**src/rtl/frame_stream_reader.sv**
```systemverilog
// Streams one DEPTH-word frame out of a synchronous-read sample memory as valid/ready
// words, using a 2-entry output FIFO so that downstream stalls never drop data.
//
// state    | meaning
// ST_IDLE  | waiting for start_i; a start issues the read of address 0 in the same cycle
// ST_READ  | issuing reads 1..DEPTH-1 while FIFO occupancy plus reads in flight allows it
// ST_DRAIN | all reads issued; waiting for the handshake of the last-tagged word
module frame_stream_reader #(
   parameter int  WORD_SIZE = 16,
   parameter int  DEPTH     = 10,
   localparam int ADDR_W    = $clog2(DEPTH)
) (
   input  logic                 clk_i,
   input  logic                 reset_n_i,
   input  logic                 start_i,
   output logic                 busy_o,
   output logic                 mem_rd_en_o,
   output logic [ADDR_W-1:0]    mem_addr_o,
   input  logic [WORD_SIZE-1:0] mem_data_i,
   output logic                 valid_o,
   input  logic                 ready_i,
   output logic [WORD_SIZE-1:0] data_o,
   output logic                 last_o,
   output logic                 done_o
);

   typedef enum logic [1:0] {ST_IDLE, ST_READ, ST_DRAIN} state_t;

   localparam logic [ADDR_W-1:0] LAST_ADDR = ADDR_W'(DEPTH - 1);

   state_t                state_q, state_d;
   logic [ADDR_W-1:0]     addr_q, addr_d;
   logic                  infl_q, infl_last_q;
   logic [WORD_SIZE-1:0]  fifo_data_q [2];
   logic                  fifo_last_q [2];
   logic                  rd_ptr_q, wr_ptr_q;
   logic [1:0]            count_q;
   logic                  done_q, done_d;
   logic                  rd_en, push, pop, credit_ok;
   logic [1:0]            occ_after;

   assign push      = infl_q;
   assign pop       = (count_q != 2'd0) && ready_i;
   // A word popped this cycle frees its slot in time for a read issued now,
   // which is what sustains one word per cycle with ready_i held high.
   assign occ_after = count_q - {1'b0, pop} + {1'b0, infl_q};
   assign credit_ok = occ_after < 2'd2;

   always_comb begin
      state_d = state_q;
      addr_d  = addr_q;
      rd_en   = 1'b0;
      done_d  = 1'b0;
      case (state_q)
         ST_IDLE: begin
            if (start_i) begin
               rd_en   = 1'b1;
               addr_d  = ADDR_W'(1);
               state_d = ST_READ;
            end
         end
         ST_READ: begin
            if (credit_ok) begin
               rd_en = 1'b1;
               if (addr_q == LAST_ADDR) state_d = ST_DRAIN;
               else                     addr_d  = addr_q + ADDR_W'(1);
            end
         end
         ST_DRAIN: begin
            if (pop && fifo_last_q[rd_ptr_q]) begin
               state_d = ST_IDLE;
               addr_d  = '0;
               done_d  = 1'b1;
            end
         end
         default: state_d = ST_IDLE;
      endcase
   end

   always_ff @(posedge clk_i or negedge reset_n_i) begin
      if (!reset_n_i) begin
         state_q     <= ST_IDLE;
         addr_q      <= '0;
         infl_q      <= 1'b0;
         infl_last_q <= 1'b0;
         rd_ptr_q    <= 1'b0;
         wr_ptr_q    <= 1'b0;
         count_q     <= 2'd0;
         done_q      <= 1'b0;
         for (int i = 0; i < 2; i++) begin
            fifo_data_q[i] <= '0;
            fifo_last_q[i] <= 1'b0;
         end
      end else begin
         state_q     <= state_d;
         addr_q      <= addr_d;
         infl_q      <= rd_en;
         infl_last_q <= rd_en && (addr_q == LAST_ADDR);
         done_q      <= done_d;
         if (push) begin
            fifo_data_q[wr_ptr_q] <= mem_data_i;
            fifo_last_q[wr_ptr_q] <= infl_last_q;
            wr_ptr_q              <= ~wr_ptr_q;
         end
         if (pop) rd_ptr_q <= ~rd_ptr_q;
         count_q <= count_q + {1'b0, push} - {1'b0, pop};
      end
   end

   a_no_overflow: assert property (@(posedge clk_i) disable iff (!reset_n_i)
      !(push && !pop && (count_q == 2'd2)));

   assign busy_o      = (state_q != ST_IDLE);
   assign mem_rd_en_o = rd_en;
   assign mem_addr_o  = addr_q;
   assign valid_o     = (count_q != 2'd0);
   assign data_o      = fifo_data_q[rd_ptr_q];
   assign last_o      = valid_o && fifo_last_q[rd_ptr_q];
   assign done_o      = done_q;

endmodule
```
**config.mk**
```make
export PLATFORM = sky130hd
export DESIGN_NAME = frame_stream_reader
export DESIGN_NICKNAME = d
export VERILOG_FILES = /design/src/rtl/frame_stream_reader.sv
export SDC_FILE = /design/constraint.sdc
export NUM_CORES = 1
export LEC_CHECK = 0
export CAP_MARGIN = 20
export CORE_ASPECT_RATIO = 0.75
export CORE_MARGIN = 8
export CORE_UTILIZATION = 46
export DETAILED_ROUTE_END_ITERATION = 7
export PLACE_DENSITY = 0.76
export SYNTH_ARGS = -nofsm -noshare
export SYNTH_HDL_FRONTEND = slang
export SYNTH_SLANG_ARGS = --single-unit
```
**constraint.sdc**
```tcl
create_clock -name clk_i -period 3.1 [get_ports clk_i]
set_input_delay 0.93 -clock clk_i [delete_from_list [all_inputs] [get_ports clk_i]]
set_output_delay 0.93 -clock clk_i [all_outputs]
set_load 0.02 [all_outputs]
```
==> results.ini, run 1 <==
[synthesis]
synth_ff_type=dfrtp_1
synth_top_family_by_area=multiplexers
synthXorXnorAreaFrac_pct=1.925
async_flop_share_pct=100.0
synth_cells=159
yosysSeqAreaShare_pct=53.23
synth_nets=188
muxShareOfSynthArea_pct=27.46
synth_area_per_cell_sq_um=13.90
synth_edf_count=0
syn_area_sq_mm=0.002210
synth_compound_area_share_pct=4.530
synthAdderAreaFrac_pct=5.096
synth-simple-area-share_pct=5.323
netlist-cell-type-count=34
ys.warnings.count=0
synth_seq_cells=47

[finish]
diodes=0
final_util_pct=62.95
multiInputGateArea_sq_mm=0.001012
layout-drive-gt1-share_pct=39.91
final_common_cell=mux2_2
ff_latch_area_sq_mm=0.001176
final_cell_mix=51 x mux2_2, 47 x dfrtp_1, 41 x clkdlybuf4s50_1
num-nets-final=256
fill_cells=370
final_cells=288
synthToLayoutAreaGrowth_pct=35.67
fin_area_sq_mm=0.002998

[routing]
routedWlPerCell_um=15.58
drtAntennaViolNets=0
drt-vias-per-instance=5.226
first_pass_iters=4
drtIter0Drc=66
remaining_drc_errors=0
wl_mm=4.487
vias=1505

[floorplanning]
die_x_um=96.03
core_sq_mm=0.004762
rows=22
die_y_um=76.02
num_io_pins=45
dieArea_sq_mm=0.007300
initial_utilization_pct=46.40

[timing]
maxSlewHeadroom_pct=37.65
setup_violations=1
fin_skew_ns=0.003137
final_hold_viol_count=0
tightest_slew_ns=0.9310
finalMaxSlewViolations=0
setup_slack_ns=-0.01820
fmax_mhz=320.7
rsz0062_at_grt=true
finalCritPeriodShare_pct=100.6
fin_hold_ws_ns=0.4870
finalCriticalPeriod_ns=3.118

[placement]
dpl_cell_area_sq_mm=0.002763
hpwlAfterDp_mm=3.093
gp_congestion=0.8260
place_inst=264
port_buffers=44

[run]
cap_violations=0

[clock_tree]
cts_made_buffers=5
clock_path_buffers=2
insertion_delay_ns=0.29
cts_hold_buf=0
clkTransAtPathRegs_ns=0.08
cts.htree.levels=2
clock_sinks=47
root_buffer=clkbuf_8
tritoncts=yes

[critical_path]
crit_type=in -> out
worstPathRequired_ns=2.17
startpoint_type=primary input
cp_max_fo=2
crit_arrival_ns=2.19
end_kind=output pin

[power_and_ir_drop]
leakage_nw=1.307
power_density_mw_per_mm2=1127
max-vdd-ir-drop_v=0.0006186
total_power_mw=3.380

[global_routing]
antenna_found_initial=0
gr-total-overflow=0
grt_pass1_vias=1607
track_usage_pct=12.80
grt_pass1_wl_mm=7.521
grt_max_degree=48

[status]
violations=setup timing
outcome=finished with violations

[hold_path]
hp-class=in -> async

[final cells by class]
type	instances	share of cell area, %
Sequential cell	47	39.23
Multi-Input combinational cell	98	33.76
Timing Repair Buffer	66	20.53
Tap cell	60	2.504
Clock buffer	6	2.421
Inverter	9	1.127
Clock inverter	2	0.4174
[repair_timing]
item,4_1_cts,5_1_grt
pin swaps,3,3
endpoints found under the setup margin,1,5
gates resized for setup,13,1
setup buffers,13,2
[critical path, cell delays in order]
cell,delay [ns]
buf_6,0.09
o21ai_2,0.05
inv_1,0.06
ha_1,0.28
inv_1,0.06
ha_2,0.16
xor3_2,0.28
o21ai_4,0.15
buf_6,0.13
[synthesized netlist by cell type, types with 2 or more instances]
cell type / count / share of area [%]
inv_1: 9 / 1.5
nor2b_1: 2 / 0.57
dfrtp_1: 47 / 53
buf_1: 2 / 0.34
ha_1: 9 / 5.1
nor2_1: 4 / 0.68
mux2_1: 2 / 1.0
o21ai_0: 3 / 0.68
clkbuf_1: 2 / 0.34
mux2_2: 51 / 26
nand2_1: 5 / 0.85
[metal layers]
layer  GRT usage, %  up-vias  wire length [um]
met2          20.99       40              2268
met3          4.035        6               304
met1          15.33      764              1858
met5              0        -                 0
met4          4.135        0                55
li1               -      695                 -
[worst paths after layout]
check	startpoint	to	slack, ns	depth (start not counted)
max in group asynchronous	reset_n_i	fifo_data_q[7]$_DFFE_PN0P_	2.15	2
min	reset_n_i	done_o$_DFF_PN0_	0.49	1
min reg2reg	fifo_data_q[27]$_DFFE_PN0P_	fifo_data_q[27]$_DFFE_PN0P_	0.51	1
max	ready_i	mem_rd_en_o	-0.02	9
max reg2reg	count_q[1]$_DFF_PN0_	state_q[0]$_DFFE_PN0P_	0.30	17
min in group clk_i	fifo_data_q[27]$_DFFE_PN0P_	fifo_data_q[27]$_DFFE_PN0P_	0.51	1
[report_power, final]
part           switching, mW  total [mW]  internal (mW)
clock network          0.196       0.354          0.158
logic                  0.850        1.96           1.11
registers              0.175        1.07          0.891
total                   1.22        3.38           2.16
[kinds of logic (layout without fill, tap and decap cells)]
family,Yosys count,in the layout
AO/OA/AOI/OAI,11,11
XOR/XNOR,3,3
adder cells (fa/ha/maj),9,9
buffers and inverters,14,83
flip-flops,47,47
multiplexers,54,54
AND/OR/NAND/NOR,21,21
[registers in the layout (all words and copies together), names as in the netlist]
signal / flops
done_o: 1
infl_q: 1
fifo_data_q: 32
fifo_last_q: 2
rd_ptr_q: 1
mem_addr_o: 4
infl_last_q: 1
state_q: 2
wr_ptr_q: 1
count_q: 2
[stage by stage]
| step | setup WS [ns] | TNS (ns) |
|---|---|---|
| 2_1_floorplan | 0.09075 | 0 |
| 3_3_place_gp | -0.8439 | -1.615 |
| 3_5_place_dp | -0.8480 | -1.746 |
| 4_1_cts | -0.1198 | -0.1198 |
| 5_1_grt | -0.09868 | -0.1438 |
| 6_report | -0.01820 | -0.01820 |
No activity file was read; power rests on OpenSTA's default activity.
==> run 2: changes to the inputs <==
CELL_PAD_IN_SITES_DETAIL_PLACEMENT = 0   (was unset)
CELL_PAD_IN_SITES_GLOBAL_PLACEMENT = 2   (was unset)
CORE_UTILIZATION = 35   (was 46)
PLACE_DENSITY = unset   (was 0.76)
PLACE_DENSITY_LB_ADDON = 0.1   (was unset)
clock period = 3.56 ns   (was 3.1 ns; I/O delays follow)
==> run 2 against run 1 <==
The flow now finishes without violations; non-clock buffer count fell by 1; core utilization fell by 14 points; critical path type is now in -> reg; largest cell class unchanged; clock skew rose by 0.0032 ns; worst hold slack improved by 0.018 ns; worst setup slack improved by 0.058 ns; via count fell by 2.7%; sequential share of layout area fell by 0.31 points; cell area rose by 0.79%; register-to-register slack improved by 0.16 ns; global-route usage fell by 1.5 points; highest routed layer unchanged; routed wire length rose by 9.4%; flip-flop and latch count did not move.
==> results.ini, run 2 (synthesis results as in run 1) <==
[status]
outcome=completed

[finish]
fill_cells=552
final_common_cell=mux2_2
ff_latch_area_sq_mm=0.001176
final_util_pct=48.79
largest_reg_flops=32
regMostFlops=fifo_data_q
num-nets-final=255
final_cell_mix=51 x mux2_2, 47 x dfrtp_1, 41 x clkdlybuf4s50_1
diodes=0
synthToLayoutAreaGrowth_pct=36.75
layout-drive-gt1-share_pct=40.09
multiInputGateArea_sq_mm=0.001005

[global_routing]
track_usage_pct=11.31
grt_pass1_vias=1657
grt_pass1_wl_mm=8.114
antenna_found_initial=0
grt_max_degree=48
gr-total-overflow=0

[clock_tree]
clock_sinks=47
root_buffer=clkbuf_8
cts_made_buffers=5
tritoncts=yes
cts.htree.levels=2
clkTransAtPathRegs_ns=0.09
insertion_delay_ns=0.30
clock_path_buffers=2

[placement]
port_buffers=44
hpwlAfterDp_mm=3.398
gp_congestion=0.7190

[timing]
finalMaxSlewViolations=0
maxSlewHeadroom_pct=36.65
rsz0062_at_grt=true
fin_skew_ns=0.006353
final_hold_viol_count=0
setup_violations=0
fmax_mhz=284.1
tns_ns=0
finalCriticalPeriod_ns=3.520
finalCritPeriodShare_pct=98.89
tightest_slew_ns=0.9460

[routing]
wl_met1_mm=2.027
routedWlPerCell_um=15.94
first_pass_iters=4
drtIter0Drc=43
drtAntennaViolNets=0
maxUsedRoutingLayer=met4
drt-vias-per-instance=4.753
wl_met2_mm=2.543
vias=1464
wl_met3_um=282
wl_mm=4.911
remaining_drc_errors=0

[critical_path]
crit_arrival_ns=3.71
path_cells=buf_2 -> o21ai_2 -> buf_4 -> buf_4 -> buf_4 -> buf_4 -> buf_4 -> buf_4 -> buf_4 -> buf_4 -> buf_4 -> buf_4 -> buf_4 -> buf_4 -> buf_4 -> buf_4 -> buf_4 -> o21ai_4 -> o2111ai_1 -> mux2_2
cpPeakStageDelay_ns=0.29
slowest_stage=mux2_2
end_kind=flip-flop
startpoint_type=primary input
critPathTopFamily=buffers and inverters
crit_type=in -> reg
cp_num_buf_inv=16
worstPathRequired_ns=3.74
cp_max_fo=4
cp_common_cell=buf_4

[hold_path]
hp-class=reg -> reg

[floorplanning]
initial_utilization_pct=35.68
core_sq_mm=0.006193
rows=25
die_y_um=84.81
die_x_um=107.7
num_io_pins=45
dieArea_sq_mm=0.009138

[power_and_ir_drop]
internal-power_mw=1.887
power_density_mw_per_mm2=975.8
sequentialPowerShare_pct=31.9
switchingPower_mw=1.062
p_comb_share_pct=56.2
max-vdd-ir-drop_v=0.0004568
netSwitchingFraction_pct=36.01
p_clk_share_pct=11.9
leakage_nw=1.307

[run]
cap_violations=0

run 2: changes by cell type in the layout (fill, tap and decap cells not counted):
cell,change
buf_2,+1
buf_4,-1
buf_6,-1
clkbuf_1,-1
clkbuf_8,+2
clkinv_2,-1
o21ai_2,+1
o21ai_4,-1
run 2: power groups by stage:
stage	Combinational [mW]	Clock (mW)	Sequential (mW)
2_1_floorplan	1.02	0	0.891
3_3_place_gp	1.55	0	0.930
3_5_place_dp	1.58	0	0.953
4_1_cts	1.67	0.369	0.946
5_1_grt	1.79	0.394	0.983
6_report	1.66	0.352	0.940
run 2: path summary, 6_finish.rpt:
check	start	endpoint	slack, ns	depth (start not counted)
setup reg to reg	count_q[1]$_DFF_PN0_	state_q[0]$_DFFE_PN0P_	0.46	19
max in group asynchronous	reset_n_i	fifo_data_q[13]$_DFFE_PN0P_	2.50	2
hold reg to reg	infl_last_q$_DFF_PN0_	fifo_last_q[0]$_DFFE_PN0P_	0.50	1
setup / recovery	ready_i	state_q[0]$_DFFE_PN0P_	0.04	20
hold / removal	infl_last_q$_DFF_PN0_	fifo_last_q[0]$_DFFE_PN0P_	0.50	1
min in group asynchronous	reset_n_i	mem_addr_o[3]$_DFFE_PN0P_	0.59	1
run 2: layout make-up:
| cell class | count | area share, % |
|---|---|---|
| flip-flops and latches | 47 | 38.92 |
| multi-input cells | 98 | 33.25 |
| repair buffers | 65 | 19.92 |
| well taps | 81 | 3.354 |
| clock buffers | 7 | 3.188 |
| inverters | 9 | 1.118 |
| clock inverters | 1 | 0.2484 |
run 2: what timing repair did:
| item | 4_1_cts | 5_1_grt |
|---|---|---|
| hold buffers | 0 | 0 |
| resized for setup | 14 | 2 |
| setup endpoints to repair | 1 | 5 |
| buffers inserted | 14 | 2 |
| pin swaps | 3 | 3 |
run 2: per-stage QoR:
step | area (sq um) | std cells | setup slack, ns | power (mW) | hold slack, ns
floorplan | 2210 | 159 | 0.02100 | 1.916 | 0.4633
global placement | 2759 | 283 | -0.6780 | 2.482 | 0.4810
detailed placement | 2759 | 283 | -0.6872 | 2.535 | 0.4896
CTS | 2974 | 305 | 0.01441 | 2.989 | 0.5092
global route | 3022 | 308 | -0.01339 | 3.167 | 0.5294
finish | 3022 | 308 | 0.03963 | 2.949 | 0.5045
run 2: per-layer routing:
layer  GRT usage (%)  vias to the layer above
li1                -                      697
met4           3.769                        0
met2           19.70                       29
met3           4.012                        7
met5               0                        -
met1           12.45                      731
==> run 3: changes to the inputs <==
CORE_MARGIN = 1.5   (was 8)
clock period = 4 ns   (was 3.56 ns; I/O delays follow)
==> run 3 against run 2 <==
First-iteration DRC count up 14%; flip-flop and latch count unchanged; critical endpoint is now mem_rd_en_o; largest power group unchanged; count of clock-buffer cells in the layout down 1; clock power about the same; total power down 11%; routed wire length down 11%.
==> results.ini, run 3 (synthesis results as in run 1) <==
[clock_tree]
tritoncts=yes
clock_path_buffers=2
cts.htree.levels=2
insertion_delay_ns=0.30
clock_sinks=47
clkTransAtPathRegs_ns=0.08
root_buffer=clkbuf_8
cts_hold_buf=0
cts_made_buffers=5

[global_routing]
grt_pass1_vias=1515
grt_max_degree=48
grt_pass1_wl_mm=7.334
track_usage_pct=14.09
gr-total-overflow=0
antenna_found_initial=0

[floorplanning]
rows=24
dieArea_sq_mm=0.006804
die_x_um=94.75
die_y_um=71.81
num_io_pins=45
core_sq_mm=0.005946
initial_utilization_pct=37.16

[finish]
layout-drive-gt1-share_pct=35.68
final_cell_mix=51 x mux2_2, 47 x dfrtp_1, 41 x clkdlybuf4s50_1
diodes=0
regMostFlops=fifo_data_q
largest_reg_flops=32
multiInputGateArea_sq_um=992.2
final_common_cell=mux2_2
ff_latch_area_sq_mm=0.001176
synthToLayoutAreaGrowth_pct=32.05
fill_cells=547
num-nets-final=241

[critical_path]
path_cells=dlygate4sd2_1 -> o21ai_2 -> inv_1 -> ha_1 -> inv_1 -> ha_2 -> xor3_2 -> o21ai_2 -> buf_6
end_kind=output pin
slowest_stage=xor3_2
cp_num_buf_inv=4
startpoint_type=primary input
crit_arrival_ns=2.62
critPathTopFamily=buffers and inverters
worstPathRequired_ns=2.80
cp_max_fo=2
crit_type=in -> out
cpPeakStageDelay_ns=0.27

[power_and_ir_drop]
p_clk_share_pct=13.6
leakage_nw=1.253
p_comb_share_pct=54.5
power_density_mw_per_mm2=895.4
netSwitchingFraction_pct=35.42
internal-power_mw=1.687
max-vdd-ir-drop_v=0.0003994
sequentialPowerShare_pct=31.9
total_power_mw=2.613
switchingPower_mw=0.9254

[timing]
rsz0062_at_grt=false
maxSlewHeadroom_pct=33.99
fmax_mhz=261.6
tns_ns=0
fin_skew_ns=0.006154
tightest_slew_ns=0.9856
finalCriticalPeriod_ns=3.822
finalMaxSlewViolations=0
finalCritPeriodShare_pct=95.56
setup_violations=0
final_hold_viol_count=0

[routing]
wl_mm=4.384
vias=1425
first_pass_iters=4
drtAntennaViolNets=0
remaining_drc_errors=0
drt-vias-per-instance=4.897
drtIter0Drc=49
routedWlPerCell_um=15.07

[hold_path]
hp-class=reg -> reg

[placement]
gp_congestion=0.7541
port_buffers=44
hpwlAfterDp_mm=3.162

[run]
cap_violations=0

[status]
outcome=completed

[run 3: cell count changes in the layout (fill, tap and decap cells not counted), sizes merged]
cell / change
buf: -15
bufinv: +1
clkbuf: -1
clkinv: +1
clkinvlp: -1
dlygate4sd2: +1
[run 3: power groups by stage]
| stage | Combinational (mW) | Sequential, mW | Clock [mW] |
|---|---|---|---|
| after detailed placement | 1.40 | 0.839 | 0 |
| after global routing | 1.54 | 0.865 | 0.388 |
| after global placement | 1.37 | 0.821 | 0 |
| final | 1.42 | 0.833 | 0.355 |
| after floorplan | 0.910 | 0.793 | 0 |
| after CTS | 1.45 | 0.835 | 0.373 |
[run 3: metal layers]
layer / vias up / GRT usage, % / wire, um / share of wire [%]
met5: - / 0 / 0 / 0
met4: 0 / 4.975 / 54 / 1.2
met3: 6 / 4.034 / 240 / 5.5
met2: 39 / 21.75 / 2003 / 46
met1: 711 / 18.96 / 2086 / 48
li1: 669 / - / - / -
[run 3: final cells by class]
class / count / share of cell area [%]
Clock inverter: 2 / 1.201
Sequential cell: 47 / 40.31
Multi-Input combinational cell: 98 / 34.01
Inverter: 9 / 1.158
Tap cell: 78 / 3.345
Timing Repair Buffer: 51 / 17.15
Clock buffer: 6 / 2.830
[run 3: repair_timing]
action                                  CTS  global route
buffers inserted                          2             0
gates resized for setup                  13             0
cloned                                    0             0
endpoints found under the setup margin    1             1
pin swaps                                 2             2
[run 3: worst paths after layout]
path / start / depth (start not counted) / endpoint / slack (ns)
worst max-delay path: ready_i / 9 / mem_rd_en_o / 0.18
worst min-delay path: fifo_data_q[15]$_DFFE_PN0P_ / 1 / fifo_data_q[15]$_DFFE_PN0P_ / 0.51
worst max register to register: count_q[1]$_DFF_PN0_ / 10 / mem_addr_o[3]$_DFFE_PN0P_ / 1.43
worst min register to register: fifo_data_q[15]$_DFFE_PN0P_ / 1 / fifo_data_q[15]$_DFFE_PN0P_ / 0.51
max in group asynchronous: reset_n_i / 2 / done_o$_DFF_PN0_ / 2.74
min in group asynchronous: reset_n_i / 1 / count_q[0]$_DFF_PN0_ / 0.79
[run 3: through the flow]
step           hold slack [ns]  util [%]  std cells  area [sq um]  worst slack, ns
2_1_floorplan           0.4633         -        159          2210          0.01538
3_3_place_gp            0.4813     46.34        280          2755          -0.5760
3_5_place_dp            0.4916     46.34        280          2755          -0.5911
4_1_cts                 0.5114     48.74        290          2898          0.04065
5_1_grt                 0.5271     49.07        291          2918          0.06038
6_report                0.5061     49.07        291          2918           0.1777
